==> config.mk <==
export PLATFORM = sky130hd
export DESIGN_NAME = seq_int_div_flat
export DESIGN_NICKNAME = d
export VERILOG_FILES = /design/src/rtl/seq_int_div_if.sv /design/src/rtl/seq_int_div.sv /design/src/flat_wrapper.sv
export SDC_FILE = /design/constraint.sdc
export NUM_CORES = 1
export LEC_CHECK = 0
export ABC_AREA = 1
export CORE_ASPECT_RATIO = 0.9
export CORE_UTILIZATION = 38
export DETAILED_ROUTE_END_ITERATION = 12
export HOLD_SLACK_MARGIN = 0.1
export PLACE_DENSITY_LB_ADDON = 0.12
export SLEW_MARGIN = 20
export SYNTH_ARGS = -nofsm -noshare
export SYNTH_HDL_FRONTEND = slang
export SYNTH_SLANG_ARGS = --single-unit
export TNS_END_PERCENT = 20
==> constraint.sdc <==
create_clock -name clk -period 3.7 [get_ports clk]
set_clock_uncertainty 0.1 [all_clocks]
set_input_delay 0.74 -clock clk [delete_from_list [all_inputs] [get_ports clk]]
set_output_delay 0.74 -clock clk [all_outputs]
set_load 0.01 [all_outputs]
==> src/rtl/seq_int_div_if.sv <==
// Request/response bundle between the divide EU wrapper and the divider core.
// Latency: n/a (wiring only).
// Backpressure: master may pulse start only while busy is low; no other flow control.
interface seq_int_div_if #(
    parameter int XLEN = 64
);
    logic            start;
    logic [XLEN-1:0] op1;
    logic [XLEN-1:0] op2;
    logic            is_signed;
    logic            is_word;
    logic            busy;
    logic            ready;
    logic [XLEN-1:0] quo;
    logic [XLEN-1:0] rem;

    modport master (
        output start, op1, op2, is_signed, is_word,
        input  busy, ready, quo, rem
    );

    modport slave (
        input  start, op1, op2, is_signed, is_word,
        output busy, ready, quo, rem
    );
endinterface

==> src/rtl/seq_int_div.sv <==
// Restoring radix-2 divider with RISC-V M semantics (DIV/DIVU/REM/REMU and W forms).
// Latency: XLEN+1 cycles (XLEN/2+1 in word mode), 1 cycle for divide-by-zero or signed overflow.
// Backpressure: start is ignored while busy; results are held until the next accepted start completes.
module seq_int_div #(
    parameter int XLEN = 64
) (
    input  logic         clk,
    input  logic         rst,
    seq_int_div_if.slave dif
);
    localparam int HALF = XLEN / 2;
    localparam int CW   = $clog2(XLEN + 1);

    typedef enum logic [1:0] {IDLE, CALC, FIX} state_t;

    state_t          state_q, state_d;
    logic [CW-1:0]   cnt_q, cnt_d;
    logic [XLEN-1:0] dvd_q, dvd_d;     // dividend magnitude, consumed MSB first
    logic [XLEN-1:0] dsr_q, dsr_d;     // divisor magnitude
    logic [XLEN-1:0] prem_q, prem_d;   // partial remainder (raw result for special cases)
    logic [XLEN-1:0] qacc_q, qacc_d;   // quotient accumulator (raw result for special cases)
    logic            negq_q, negq_d;
    logic            negr_q, negr_d;
    logic            word_q, word_d;
    logic            spec_q, spec_d;
    logic [XLEN-1:0] quo_q, quo_d;
    logic [XLEN-1:0] rem_q, rem_d;
    logic            ready_q, ready_d;

    logic [XLEN-1:0] a_ext, b_ext, a_mag, b_mag, most_neg;
    logic            a_neg, b_neg, div_zero, ovf;
    logic [XLEN:0]   trial;
    logic [XLEN-1:0] fix_q, fix_r;

    // Effective operands: width-adjusted, extended, and split into sign + magnitude.
    always_comb begin
        a_ext = dif.op1;
        b_ext = dif.op2;
        most_neg = {1'b1, {(XLEN-1){1'b0}}};
        if (dif.is_word) begin
            a_ext    = {{HALF{dif.is_signed & dif.op1[HALF-1]}}, dif.op1[HALF-1:0]};
            b_ext    = {{HALF{dif.is_signed & dif.op2[HALF-1]}}, dif.op2[HALF-1:0]};
            most_neg = {{(HALF+1){1'b1}}, {(HALF-1){1'b0}}};
        end
        a_neg    = dif.is_signed & a_ext[XLEN-1];
        b_neg    = dif.is_signed & b_ext[XLEN-1];
        a_mag    = a_neg ? -a_ext : a_ext;
        b_mag    = b_neg ? -b_ext : b_ext;
        div_zero = (b_ext == '0);
        ovf      = dif.is_signed & (a_ext == most_neg) & (b_ext == '1);
    end

    // Next-state, iteration datapath and result fix-up.
    always_comb begin
        state_d = state_q;
        cnt_d   = cnt_q;
        dvd_d   = dvd_q;
        dsr_d   = dsr_q;
        prem_d  = prem_q;
        qacc_d  = qacc_q;
        negq_d  = negq_q;
        negr_d  = negr_q;
        word_d  = word_q;
        spec_d  = spec_q;
        quo_d   = quo_q;
        rem_d   = rem_q;
        ready_d = 1'b0;
        trial   = {prem_q, dvd_q[XLEN-1]} - {1'b0, dsr_q};
        fix_q   = qacc_q;
        fix_r   = prem_q;

        case (state_q)
            IDLE: begin
                if (dif.start) begin
                    word_d = dif.is_word;
                    negq_d = a_neg ^ b_neg;
                    negr_d = a_neg;
                    dsr_d  = b_mag;
                    dvd_d  = dif.is_word ? {a_mag[HALF-1:0], {HALF{1'b0}}} : a_mag;
                    cnt_d  = dif.is_word ? CW'(HALF) : CW'(XLEN);
                    qacc_d = '0;
                    prem_d = '0;
                    spec_d = div_zero | ovf;
                    if (div_zero) begin
                        qacc_d  = '1;
                        prem_d  = a_ext;
                        state_d = FIX;
                    end else if (ovf) begin
                        qacc_d  = a_ext;
                        prem_d  = '0;
                        state_d = FIX;
                    end else begin
                        state_d = CALC;
                    end
                end
            end
            CALC: begin
                dvd_d = {dvd_q[XLEN-2:0], 1'b0};
                cnt_d = cnt_q - 1'b1;
                if (!trial[XLEN]) begin
                    prem_d = trial[XLEN-1:0];
                    qacc_d = {qacc_q[XLEN-2:0], 1'b1};
                end else begin
                    prem_d = {prem_q[XLEN-2:0], dvd_q[XLEN-1]};
                    qacc_d = {qacc_q[XLEN-2:0], 1'b0};
                end
                if (cnt_q == CW'(1)) begin
                    state_d = FIX;
                end
            end
            FIX: begin
                if (!spec_q) begin
                    fix_q = negq_q ? -qacc_q : qacc_q;
                    fix_r = negr_q ? -prem_q : prem_q;
                end
                if (word_q) begin
                    fix_q = {{HALF{fix_q[HALF-1]}}, fix_q[HALF-1:0]};
                    fix_r = {{HALF{fix_r[HALF-1]}}, fix_r[HALF-1:0]};
                end
                quo_d   = fix_q;
                rem_d   = fix_r;
                ready_d = 1'b1;
                state_d = IDLE;
            end
            default: state_d = IDLE;
        endcase
    end

    // State and datapath registers; reset discards any in-flight request.
    always_ff @(posedge clk) begin
        if (!rst) begin
            state_q <= IDLE;
            cnt_q   <= '0;
            dvd_q   <= '0;
            dsr_q   <= '0;
            prem_q  <= '0;
            qacc_q  <= '0;
            negq_q  <= 1'b0;
            negr_q  <= 1'b0;
            word_q  <= 1'b0;
            spec_q  <= 1'b0;
            quo_q   <= '0;
            rem_q   <= '0;
            ready_q <= 1'b0;
        end else begin
            state_q <= state_d;
            cnt_q   <= cnt_d;
            dvd_q   <= dvd_d;
            dsr_q   <= dsr_d;
            prem_q  <= prem_d;
            qacc_q  <= qacc_d;
            negq_q  <= negq_d;
            negr_q  <= negr_d;
            word_q  <= word_d;
            spec_q  <= spec_d;
            quo_q   <= quo_d;
            rem_q   <= rem_d;
            ready_q <= ready_d;
        end
    end

    assign dif.busy  = (state_q != IDLE);
    assign dif.ready = ready_q;
    assign dif.quo   = quo_q;
    assign dif.rem   = rem_q;
endmodule

==> src/flat_wrapper.sv <==
// flat-port wrapper written by rule: the top's interface ports become plain ports
module seq_int_div_flat 
#(
    parameter int XLEN = 64
)
  (clk, rst, dif_start, dif_op1, dif_op2, dif_is_signed, dif_is_word, dif_busy, dif_ready, dif_quo, dif_rem);
  seq_int_div_if #(.XLEN(XLEN)) dif_i ();
  input  logic clk;
  input  logic rst;
  input wire logic [$bits(dif_i.start)-1:0] dif_start;
  input wire logic [$bits(dif_i.op1)-1:0] dif_op1;
  input wire logic [$bits(dif_i.op2)-1:0] dif_op2;
  input wire logic [$bits(dif_i.is_signed)-1:0] dif_is_signed;
  input wire logic [$bits(dif_i.is_word)-1:0] dif_is_word;
  output wire logic [$bits(dif_i.busy)-1:0] dif_busy;
  output wire logic [$bits(dif_i.ready)-1:0] dif_ready;
  output wire logic [$bits(dif_i.quo)-1:0] dif_quo;
  output wire logic [$bits(dif_i.rem)-1:0] dif_rem;
  assign dif_i.start = dif_start;
  assign dif_i.op1 = dif_op1;
  assign dif_i.op2 = dif_op2;
  assign dif_i.is_signed = dif_is_signed;
  assign dif_i.is_word = dif_is_word;
  assign dif_busy = dif_i.busy;
  assign dif_ready = dif_i.ready;
  assign dif_quo = dif_i.quo;
  assign dif_rem = dif_i.rem;
  seq_int_div #(.XLEN(XLEN)) u_core (.clk(clk), .rst(rst), .dif(dif_i));
endmodule
[Yosys cells after proc, flatten, opt, wreduce, memory -nomap -nowiden]
Index checks and enable logic that the tools add are counted.
Storage, ports and cells
  register bits after elaboration: 398
  latch bits: 0
  RAM bits: 0
  memory bits (read-only): 0
  output and inout bits: 130
  memories kept: 0
Cells by class
  $add $sub $neg: 6
  multiply operators: 0
  div/mod/pow operators: 0
  magnitude comparators: 0
  equality and inequality tests: 7
  shift-type cells: 0
  multiplexer cells: 32
  bitwise logic cells: 8
  reduce and logical (&&, ||, !) cells: 7
Operator list (count)
  2-to-1 mux 64 bit: 18
  one-hot mux 64 bit (2 select lines): 3
  negation 64 bit: 4
  subtractor 65 x 64 -> 65 bit: 1
  == test 64 bit: 1
  == test 64 bit, second input constant: 1
  logical NOT 64 bit: 1
  2-to-1 mux 63 bit: 1
  2-to-1 mux 7 bit: 2
  one-hot mux 7 bit (2 select lines): 1
  2-to-1 mux 2 bit: 4
  == test 7 x 1 -> 1 bit, second input constant: 1
  subtractor 7 x 1 -> 7 bit, second input constant: 1
  bitwise AND 1 bit: 6
  AND reduction 2 bit: 3
  one-hot mux 2 bit (2 select lines): 1
  nonzero test 2 bit: 2
  == test 2 x 1 -> 1 bit, second input constant: 1
  == test 2 bit, second input constant: 1
  logical NOT 2 bit: 1
  2-to-1 mux 1 bit: 2
  inequality test 2 x 1 -> 1 bit, second input constant: 1
  inequality test 2 bit, second input constant: 1
  OR 1 bit: 1
  XOR 1 bit: 1

[Logic depth before layout (Yosys ltp)]
Gate-level depths: netlist (run 1).
  depth after elaboration: 9
  mapped depth: 21

[Worst setup path before layout (run 1)]
No wires, ideal clock.
  kind: reg2reg
  from: register u_core.dvd_q[63]
  to: register u_core.prem_q[30]
  arrival time: 2410 ps
  required time: 3481 ps
  setup slack: 1070 ps
  cell stages (with the launch flop): 20
  buffers on the path: 2
  period minus slack after synthesis: 2630 ps
  cells stage by stage: dfxtp_1 inv_1 ha_1 fa_1 inv_1 nand2_1 nand2_1 nand3_1 nand2_1 nand2_1 nand2_1 nand2_1 nand2_1 nand2_1 nand3_1 buf_2 buf_1 nand3_1 nand3_1 a21oi_1
On the way
  cells in the longest elaborated chain, start to end: 3
Ends and longest elaborated chain
  start: declaration: RTL line seq_int_div.sv:18  | logic [XLEN-1:0] dvd_q, dvd_d;
  start signal: assignment: RTL line seq_int_div.sv:148  | dvd_q <= dvd_d;
  subtractor 65 x 64 -> 65 bit: RTL line seq_int_div.sv:68  | trial = {prem_q, dvd_q[XLEN-1]} - {1'b0, dsr_q};
  2-to-1 mux 64 bit: RTL line seq_int_div.sv:100  | if (!trial[XLEN]) begin
  one-hot mux 64 bit (2 select lines): RTL line seq_int_div.sv:72  | case (state_q)
  end signal: assignment: RTL line seq_int_div.sv:150  | prem_q <= prem_d;
  end: declaration: RTL line seq_int_div.sv:20  | logic [XLEN-1:0] prem_q, prem_d;
Every way passes these cells.
A chain may end at the register's enable or synchronous reset.

[Worst setup path in the final report (run 1)]
  from: input port dif_is_word
  to: register u_core.qacc_q[51]
On the way
  cells in the longest elaborated chain, start to end: 8
  elaborated cells on any way between the ends: 12
  those cells by class: 2 x eq/ne; 7 x mux; 2 x bitwise; 1 x reduce/logical
Ends and longest elaborated chain
  start: declaration: RTL line flat_wrapper.sv:14  | input wire logic [$bits(dif_i.is_word)-1:0] dif_is_word;
  2-to-1 mux 64 bit or 2-to-1 mux 63 bit (tied branches): RTL line seq_int_div.sv:40  | if (dif.is_word) begin
  == test 64 bit: RTL line seq_int_div.sv:50  | ovf = dif.is_signed & (a_ext == most_neg) & (b_ext == '1);
  bitwise AND 1 bit (2 in series): RTL line seq_int_div.sv:50
  2-to-1 mux 64 bit: RTL line seq_int_div.sv:88  | end else if (ovf) begin
  2-to-1 mux 64 bit (*): RTL line seq_int_div.sv:84  | if (div_zero) begin
  2-to-1 mux 64 bit (*): RTL line seq_int_div.sv:74  | if (dif.start) begin
  one-hot mux 64 bit (2 select lines) (*): RTL line seq_int_div.sv:72
  end signal: assignment: RTL line seq_int_div.sv:151  | qacc_q <= qacc_d;
  end: declaration: RTL line seq_int_div.sv:21  | logic [XLEN-1:0] qacc_q, qacc_d;
Every way passes the cells marked *; elsewhere a longest branch is shown, timed or not. The select of a mux whose other input is x is not followed.

==> flow_summary.json, run 1 <==
{
  "status": "finished clean",
  "maxClockFrequency_ghz": 0.296,
  "post_synth_num_cell_types": 51,
  "port_buffers": 262,
  "floorplan.die.width_um": 308,
  "route.detailed.drc": 0,
  "crit_end": "u_core.qacc_q[51]",
  "grt_util_met1": 0.486,
  "most-common-layout-cells": "sky130_fd_sc_hd__nand2_1, sky130_fd_sc_hd__inv_1, sky130_fd_sc_hd__a21oi_1",
  "number_of_flops_mapped_to_enable_cells_by_yosys": 0,
  "cellLeakagePower_uw": 0.0197,
  "detail_route.first_pass.iterations": 6,
  "num_rows": 100,
  "fillerInstances": 9133,
  "synth_largest_type_area_fraction": 0.249,
  "yosys-mux-area-fraction": 0,
  "numPlacedInstances": 7078,
  "post_synth_simple_gate_area": 0.373,
  "finalWorstPathRequiredPeriod_ns": 3.38,
  "cts-resized-gates": 0,
  "synthCells": 5642,
  "antenna_cells_inserted": 0,
  "final_layout_size_suffix_gt1_frac": 0.0741,
  "dieArea_um2": 85500,
  "floorplan.core_area_um2": 83100,
  "critPathMostFrequentCell": "sky130_fd_sc_hd__nand2_1",
  "max_slew_margin": 0.402,
  "via_count_of_the_first_global_routing_pass": 34700,
  "grt_first_pass_wirelength_mm": 218,
  "clockRootBuffer": "sky130_fd_sc_hd__clkbuf_16",
  "postRouteAntennaNets": 0,
  "synthesized_area_fraction_occupied_by_ao_oa_aoi_and_oai_cells": 0.165,
  "grt_overflow": 0,
  "wl_mm": 147,
  "met3_usage": 0.0610,
  "hold_bufs_at_cts": 0,
  "clock_tree.buffer_depth": 3,
  "cap_violations": 0,
  "initial_core_util": 0.386,
  "min-delay-path-class": "reg -> reg",
  "drt-initial-drc-count": 4359,
  "floorplan.die.height_um": 277,
  "final-setup-viol-count": 0,
  "global_route.peak_usage_layer": "met2",
  "number_of_levels_the_h_tree_was_split_into": 2,
  "most_common_cell_after_layout_fill_and_taps_aside": "sky130_fd_sc_hd__nand2_1",
  "worstSetupStartpoint": "dif_is_word",
  "maxSlewViolCount": 0,
  "post-route-period-util": 0.913,
  "share_of_the_yosys_chip_area_belonging_to_registers": 0.249,
  "final_cells": 7165,
  "tritoncts_clock_tree": "yes",
  "largest_family_of_logic_cells_by_synthesized_area": "simple AND/OR/NAND/NOR gates",
  "clock-sinks": 398,
  "crit_fanout": 32,
  "worst_path_max_stage_delay_ns": 0.56,
  "layout.nets": 6210,
  "r2r_slack_ns": 0.47,
  "grt_max_degree": 161,
  "synthXorXnorAreaFrac": 0.0427,
  "syn-cell-area_um2": 32000,
  "grtUsageMet2": 0.498,
  "clk_pin_slew_ns": 0.06,
  "synth_warnings": 0,
  "arithmetic_cell_share_of_the_synthesized_area_counting_full_adders_half_adders_and_majority_gates": 0.0284,
  "crit_path_cell_trace": "clkdlybuf4s50_1 > inv_2 > buf_12 > nand2_1 > buf_4 > nand4_1 > nor3_1 > nand3_1 > nor2_2 > nand3_1 > o211ai_2 > buf_12 > nand2_1 > nand2_1",
  "vias_per_cell": 5.31,
  "r2r-start": "u_core.prem_q[5]",
  "setup.worst_path.end_class": "flip-flop",
  "antenna_found_initial": 4,
  "worstMarginPinSlew_ns": 0.887,
  "detailedPlacementHpwl_mm": 118,
  "hold_depth": 2,
  "vdd_drop_max_mv": 0.407,
  "grt_setup_unrepaired": "no",
  "post_synth_main_area_contributors": "sky130_fd_sc_hd__dfxtp_1, sky130_fd_sc_hd__nand2_1, sky130_fd_sc_hd__inv_1",
  "multi_input_comb_area_um2": 19600,
  "avgSynthCellArea_um2": 5.68,
  "timing.rr.end": "u_core.prem_q[27]",
  "yosys.area.top_type": "sky130_fd_sc_hd__dfxtp_1",
  "asyncSetResetFlopFracSynth": 0,
  "synth_ff_type": "sky130_fd_sc_hd__dfxtp_1",
  "clock_latency_at_the_later_pin_of_the_worst_skew_pair_ns": 0.61,
  "crit_type": "in -> reg",
  "final.hold.worst_slack_ns": 0.353,
  "tritoncts_buffer_count": 47,
  "cts_post_setup_buffers_inserted": 0,
  "io_pins": 263,
  "critical-path-slowest-cell": "sky130_fd_sc_hd__clkdlybuf4s50_1",
  "routabilityCongestion": 1.05,
  "crit_path_start_kind": "input pin",
  "crit_required_ns": 4.16,
  "hold_viol_final": 0,
  "cellPowerDensity_nw_per_um2": 497,
  "track_usage": 0.336,
  "r2r.worst_path.cells": 16,
  "register_area_um2": 7970,
  "via_count": 38000,
  "ys_ff_latch": 398,
  "cp.arrival_ns": 3.84,
  "p_total_uw": 19500,
  "synthToLayoutAreaGrowth_pct": 22.4,
  "syn-num-nets": 5847,
  "routed_wire_length_per_instance_um": 20.6
}
## worst min path at each step
stage                           startpoint                to  slack (ns)
after floorplan           u_core.dvd_q[55]  u_core.dvd_q[55]        0.32
after global placement    u_core.dvd_q[57]  u_core.dvd_q[57]        0.33
after detailed placement  u_core.dvd_q[57]  u_core.dvd_q[57]        0.34
after CTS                 u_core.dvd_q[57]  u_core.dvd_q[57]        0.35
after global routing      u_core.dvd_q[50]  u_core.dvd_q[50]        0.37
final                     u_core.dvd_q[57]  u_core.dvd_q[57]        0.35
## registers in the layout (all words and copies together) (netlist names)
signal	count
u_core.negr_q	1
u_core.state_q	2
u_core.prem_q	64
u_core.dif.quo	64
u_core.spec_q	1
u_core.dvd_q	64
u_core.dif.ready	1
u_core.cnt_q	7
u_core.negq_q	1
u_core.dsr_q	64
u_core.word_q	1
u_core.dif.rem	64
u_core.qacc_q	64
## stage by stage
step           TNS (ns)   util  area (µm²)  setup WS [ns]
2_1_floorplan         0      -       32000           1.07
3_3_place_gp      -8.34  0.451       37500         -0.256
3_5_place_dp      -7.65  0.451       37500         -0.254
4_1_cts               0  0.472       39200          0.401
5_1_grt               0  0.472       39200          0.267
6_report              0  0.472       39200          0.322
## critical path, delay by kind of cell
| family | cells | cell delay [ns] |
|---|---|---|
| buffers and inverters | 5 | 1.25 |
| AO/OA/AOI/OAI | 1 | 0.25 |
| AND/OR/NAND/NOR | 8 | 1.55 |
## logic make-up (layout without fill, tap and decap cells)
group,Yosys count,in the layout
AND/OR/NAND/NOR,2853,2853
AO/OA/AOI/OAI,990,990
buffers and inverters,1173,1574
XOR/XNOR,156,156
flip-flops,398,398
adder cells (fa/ha/maj),72,72
## report_power, final
part / switching [µW] / leakage [µW] / internal [µW]
Sequential: 400 / 0.00326 / 4700
Clock: 2080 / 0.000829 / 3060
Combinational: 6350 / 0.0156 / 2880
## per-layer routing
layer,part of all wire,vias to the layer above
met1,0.46,17500
met5,0.00016,-
li1,-,18800
met3,0.088,207
met2,0.42,1552
met4,0.034,6
## cell usage after synthesis (2+ instances only)
master                     number
sky130_fd_sc_hd__a211oi_1      34
sky130_fd_sc_hd__a21o_1         7
sky130_fd_sc_hd__a21oi_1      441
sky130_fd_sc_hd__a31oi_1        8
sky130_fd_sc_hd__a41oi_1        2
sky130_fd_sc_hd__and2_1         2
sky130_fd_sc_hd__and3_1         3
sky130_fd_sc_hd__buf_1         29
sky130_fd_sc_hd__buf_2         39
sky130_fd_sc_hd__buf_4         17
sky130_fd_sc_hd__buf_6          6
sky130_fd_sc_hd__clkbuf_1     161
sky130_fd_sc_hd__clkinv_1       3
sky130_fd_sc_hd__dfxtp_1      398
sky130_fd_sc_hd__ha_1          71
sky130_fd_sc_hd__inv_1        907
sky130_fd_sc_hd__inv_2         11
sky130_fd_sc_hd__nand2_1     1691
sky130_fd_sc_hd__nand2_2        2
sky130_fd_sc_hd__nand3_1      409
sky130_fd_sc_hd__nand3b_1      13
sky130_fd_sc_hd__nand4_1      167
sky130_fd_sc_hd__nor2_1       438
sky130_fd_sc_hd__nor2_2         5
sky130_fd_sc_hd__nor3_1        77
sky130_fd_sc_hd__nor3_2         3
sky130_fd_sc_hd__nor3b_1        3
sky130_fd_sc_hd__nor4_1        20
sky130_fd_sc_hd__o211ai_1      26
sky130_fd_sc_hd__o21a_1         3
sky130_fd_sc_hd__o21ai_0      411
sky130_fd_sc_hd__o21ai_1       20
sky130_fd_sc_hd__o21ai_2        3
sky130_fd_sc_hd__o221ai_1      19
sky130_fd_sc_hd__o22ai_1        2
sky130_fd_sc_hd__o31ai_1        5
sky130_fd_sc_hd__or2_2         18
sky130_fd_sc_hd__xnor2_1       25
sky130_fd_sc_hd__xor2_1       131
## area by class of cell
type                    instances  area share
inverters                     921      0.0884
well taps                    1122      0.0358
flip-flops and latches        398       0.203
clock buffers                  61      0.0339
clock inverters                26     0.00974
multi-input cells            4071       0.500
repair buffers                566       0.129
Note: power is estimated with default switching activity, not from simulation.
==> inputs of run 2 (changes only) <==
--- a/config.mk
+++ b/config.mk
@@ -7,10 +7,12 @@
 export LEC_CHECK = 0
 export ABC_AREA = 1
 export CORE_ASPECT_RATIO = 0.9
-export CORE_UTILIZATION = 38
+export CORE_UTILIZATION = 25
 export DETAILED_ROUTE_END_ITERATION = 12
+export DONT_BUFFER_PORTS = 1
 export HOLD_SLACK_MARGIN = 0.1
 export PLACE_DENSITY_LB_ADDON = 0.12
+export RECOVER_POWER = 100
 export SLEW_MARGIN = 20
 export SYNTH_ARGS = -nofsm -noshare
 export SYNTH_HDL_FRONTEND = slang
==> flow_summary.json, run 2 (synthesis gave the netlist of run 1 again) <==
{
  "violations_in_the_final_reports": "capacitance limit, slew limit",
  "clock-sinks": 398,
  "route.detailed.drc": 0,
  "cp.arrival_ns": 4.10,
  "initial_core_util": 0.252,
  "grt_util_met1": 0.360,
  "r2r-start": "u_core.spec_q",
  "hold_viol_final": 0,
  "total_switching_power_uw": 9130,
  "tritoncts_buffer_count": 53,
  "final-setup-viol-count": 0,
  "most-common-layout-cells": "sky130_fd_sc_hd__nand2_1, sky130_fd_sc_hd__inv_1, sky130_fd_sc_hd__a21oi_1",
  "layout.nets": 5762,
  "worstSetupStartpoint": "dif_is_word",
  "postRouteAntennaNets": 0,
  "via_count_of_the_first_global_routing_pass": 33100,
  "clock_power_share": 0.297,
  "port_buffers": 0,
  "power.sequential.fraction": 0.261,
  "routabilityCongestion": 0.977,
  "sw_frac_of_total": 0.458,
  "detailedPlacementHpwl_mm": 131,
  "drt-initial-drc-count": 3667,
  "r2r_slack_ns": 0.28,
  "grt_overflow": 0,
  "synthToLayoutAreaGrowth_pct": 12.8,
  "pre_cts_ws_ns": -0.207,
  "antenna_found_initial": 6,
  "dieArea_um2": 130000,
  "most_common_cell_after_layout_fill_and_taps_aside": "sky130_fd_sc_hd__nand2_1",
  "clk_pin_slew_ns": 0.06,
  "io_pins": 263,
  "p_total_uw": 19900,
  "track_usage": 0.249,
  "worstMarginPinSlew_ns": 1.65,
  "number_of_levels_the_h_tree_was_split_into": 2,
  "vdd_drop_max_mv": 0.381,
  "post-route-period-util": 0.970,
  "grt_max_degree": 221,
  "min-delay-path-class": "in -> reg",
  "worst_path_max_stage_delay_ns": 0.54,
  "floorplan.die.width_um": 379,
  "max_slew_margin": -0.102,
  "met3_usage": 0.0438,
  "post_layout_inst_area_um2": 36100,
  "cellPowerDensity_nw_per_um2": 552,
  "maxSlewViolCount": 182,
  "floorplan.core_area_um2": 127000,
  "final_layout_size_suffix_gt1_frac": 0.0439,
  "r2r.worst_path.cells": 6,
  "clock_latency_at_the_later_pin_of_the_worst_skew_pair_ns": 0.67,
  "post_dp_cell_area_um2": 34200,
  "crit_fanout": 35,
  "num_rows": 124,
  "grtUsageMet2": 0.377,
  "setup_slack_ns": 0.111,
  "grt_first_pass_wirelength_mm": 237,
  "crit_type": "in -> reg",
  "crit_end": "u_core.qacc_q[54]",
  "clockRootBuffer": "sky130_fd_sc_hd__clkbuf_16",
  "crit_required_ns": 4.21,
  "detail_route.first_pass.iterations": 6,
  "vias_per_cell": 4.98,
  "crit_path_cell_trace": "inv_2 > clkbuf_2 > o21ai_0 > nand4_1 > nor3_1 > nand3_1 > nor2_1 > nand3_1 > o211ai_1 > buf_12 > nand2_1 > nand2_1",
  "clock_tree.buffer_depth": 3,
  "comb_power_share": 0.442,
  "critical-path-slowest-cell": "sky130_fd_sc_hd__clkbuf_2",
  "routed_wire_length_per_instance_um": 22.8,
  "timing.rr.end": "u_core.dif.rem[3]",
  "internal-power_uw": 10800,
  "finalWorstPathRequiredPeriod_ns": 3.59,
  "maxClockFrequency_ghz": 0.279,
  "floorplan.die.height_um": 342,
  "global_route.peak_usage_layer": "met2",
  "setup.worst_path.end_class": "flip-flop",
  "crit_path_start_kind": "input pin",
  "wl_mm": 167,
  "cap_violations": 2,
  "cellLeakagePower_uw": 0.0179,
  "status": "finished with violations",
  "tritoncts_clock_tree": "yes",
  "via_count": 36400,
  "grt_setup_unrepaired": "no"
}
[run 2: routing by layer]
metal  wire length (µm)  vias to the layer above
li1                   -                    17900
met1              78300                    17100
met2              71800                     1221
met3              12100                      164
met4               4350                        2
met5                 13                        -
[run 2: critical path: cells and delay by family]
family / cells / cell delay, ns
and+or+nand+nor: 7 / 1.61
AOI/OAI and AO/OA: 2 / 0.77
buffers and inverters: 3 / 0.91
[run 2: power by group through the flow]
| stage | sequential [µW] | combinational (µW) | clock, µW |
|---|---|---|---|
| CTS | 5210 | 8760 | 6050 |
| floorplan | 5050 | 5770 | 0 |
| detailed placement | 5300 | 8700 | 0 |
| global placement | 5300 | 8750 | 0 |
| finish | 5200 | 8810 | 5920 |
| global route | 5230 | 9760 | 6220 |
[run 2: worst min path at each step]
stage | slack [ns] | start | end | depth (start not counted)
finish | 0.14 | rst | u_core.dif.quo[0] | 2
global route | 0.12 | rst | u_core.dif.quo[0] | 2
CTS | 0.11 | rst | u_core.dif.quo[0] | 2
detailed placement | 0.34 | u_core.dvd_q[57] | u_core.dvd_q[57] | 2
global placement | 0.34 | u_core.dvd_q[55] | u_core.dvd_q[55] | 2
floorplan | 0.32 | u_core.dvd_q[55] | u_core.dvd_q[55] | 2
[run 2: through the flow]
stage | instances | setup TNS [ns] | hold WS, ns | utilization
after floorplan | 5642 | 0 | 0.321 | -
after global placement | 7198 | -4.80 | 0.338 | 0.269
after detailed placement | 7198 | -6.21 | 0.337 | 0.269
after CTS | 7301 | 0 | 0.106 | 0.285
after global routing | 7301 | 0 | 0.120 | 0.284
final | 7307 | 0 | 0.141 | 0.284
[run 2: area by class of cell]
type / count / area (µm²)
tap: 1701 / 2130
sequential: 398 / 7970
fill: 14700 / 90900
multi-input combinational: 4071 / 19600
clock buffer: 67 / 1460
clock inverter: 31 / 509
antenna: 6 / 15.0
timing repair buffer: 112 / 1030
inverter: 921 / 3470
[run 2: what timing repair did]
| item | in CTS | in global routing |
|---|---|---|
| setup endpoints to repair | 0 | 0 |
| gates resized for setup | 0 | 0 |
| buffers inserted | 0 | 0 |
| hold buffers | 5 | 0 |
| endpoints found under the hold margin | 24 | 0 |
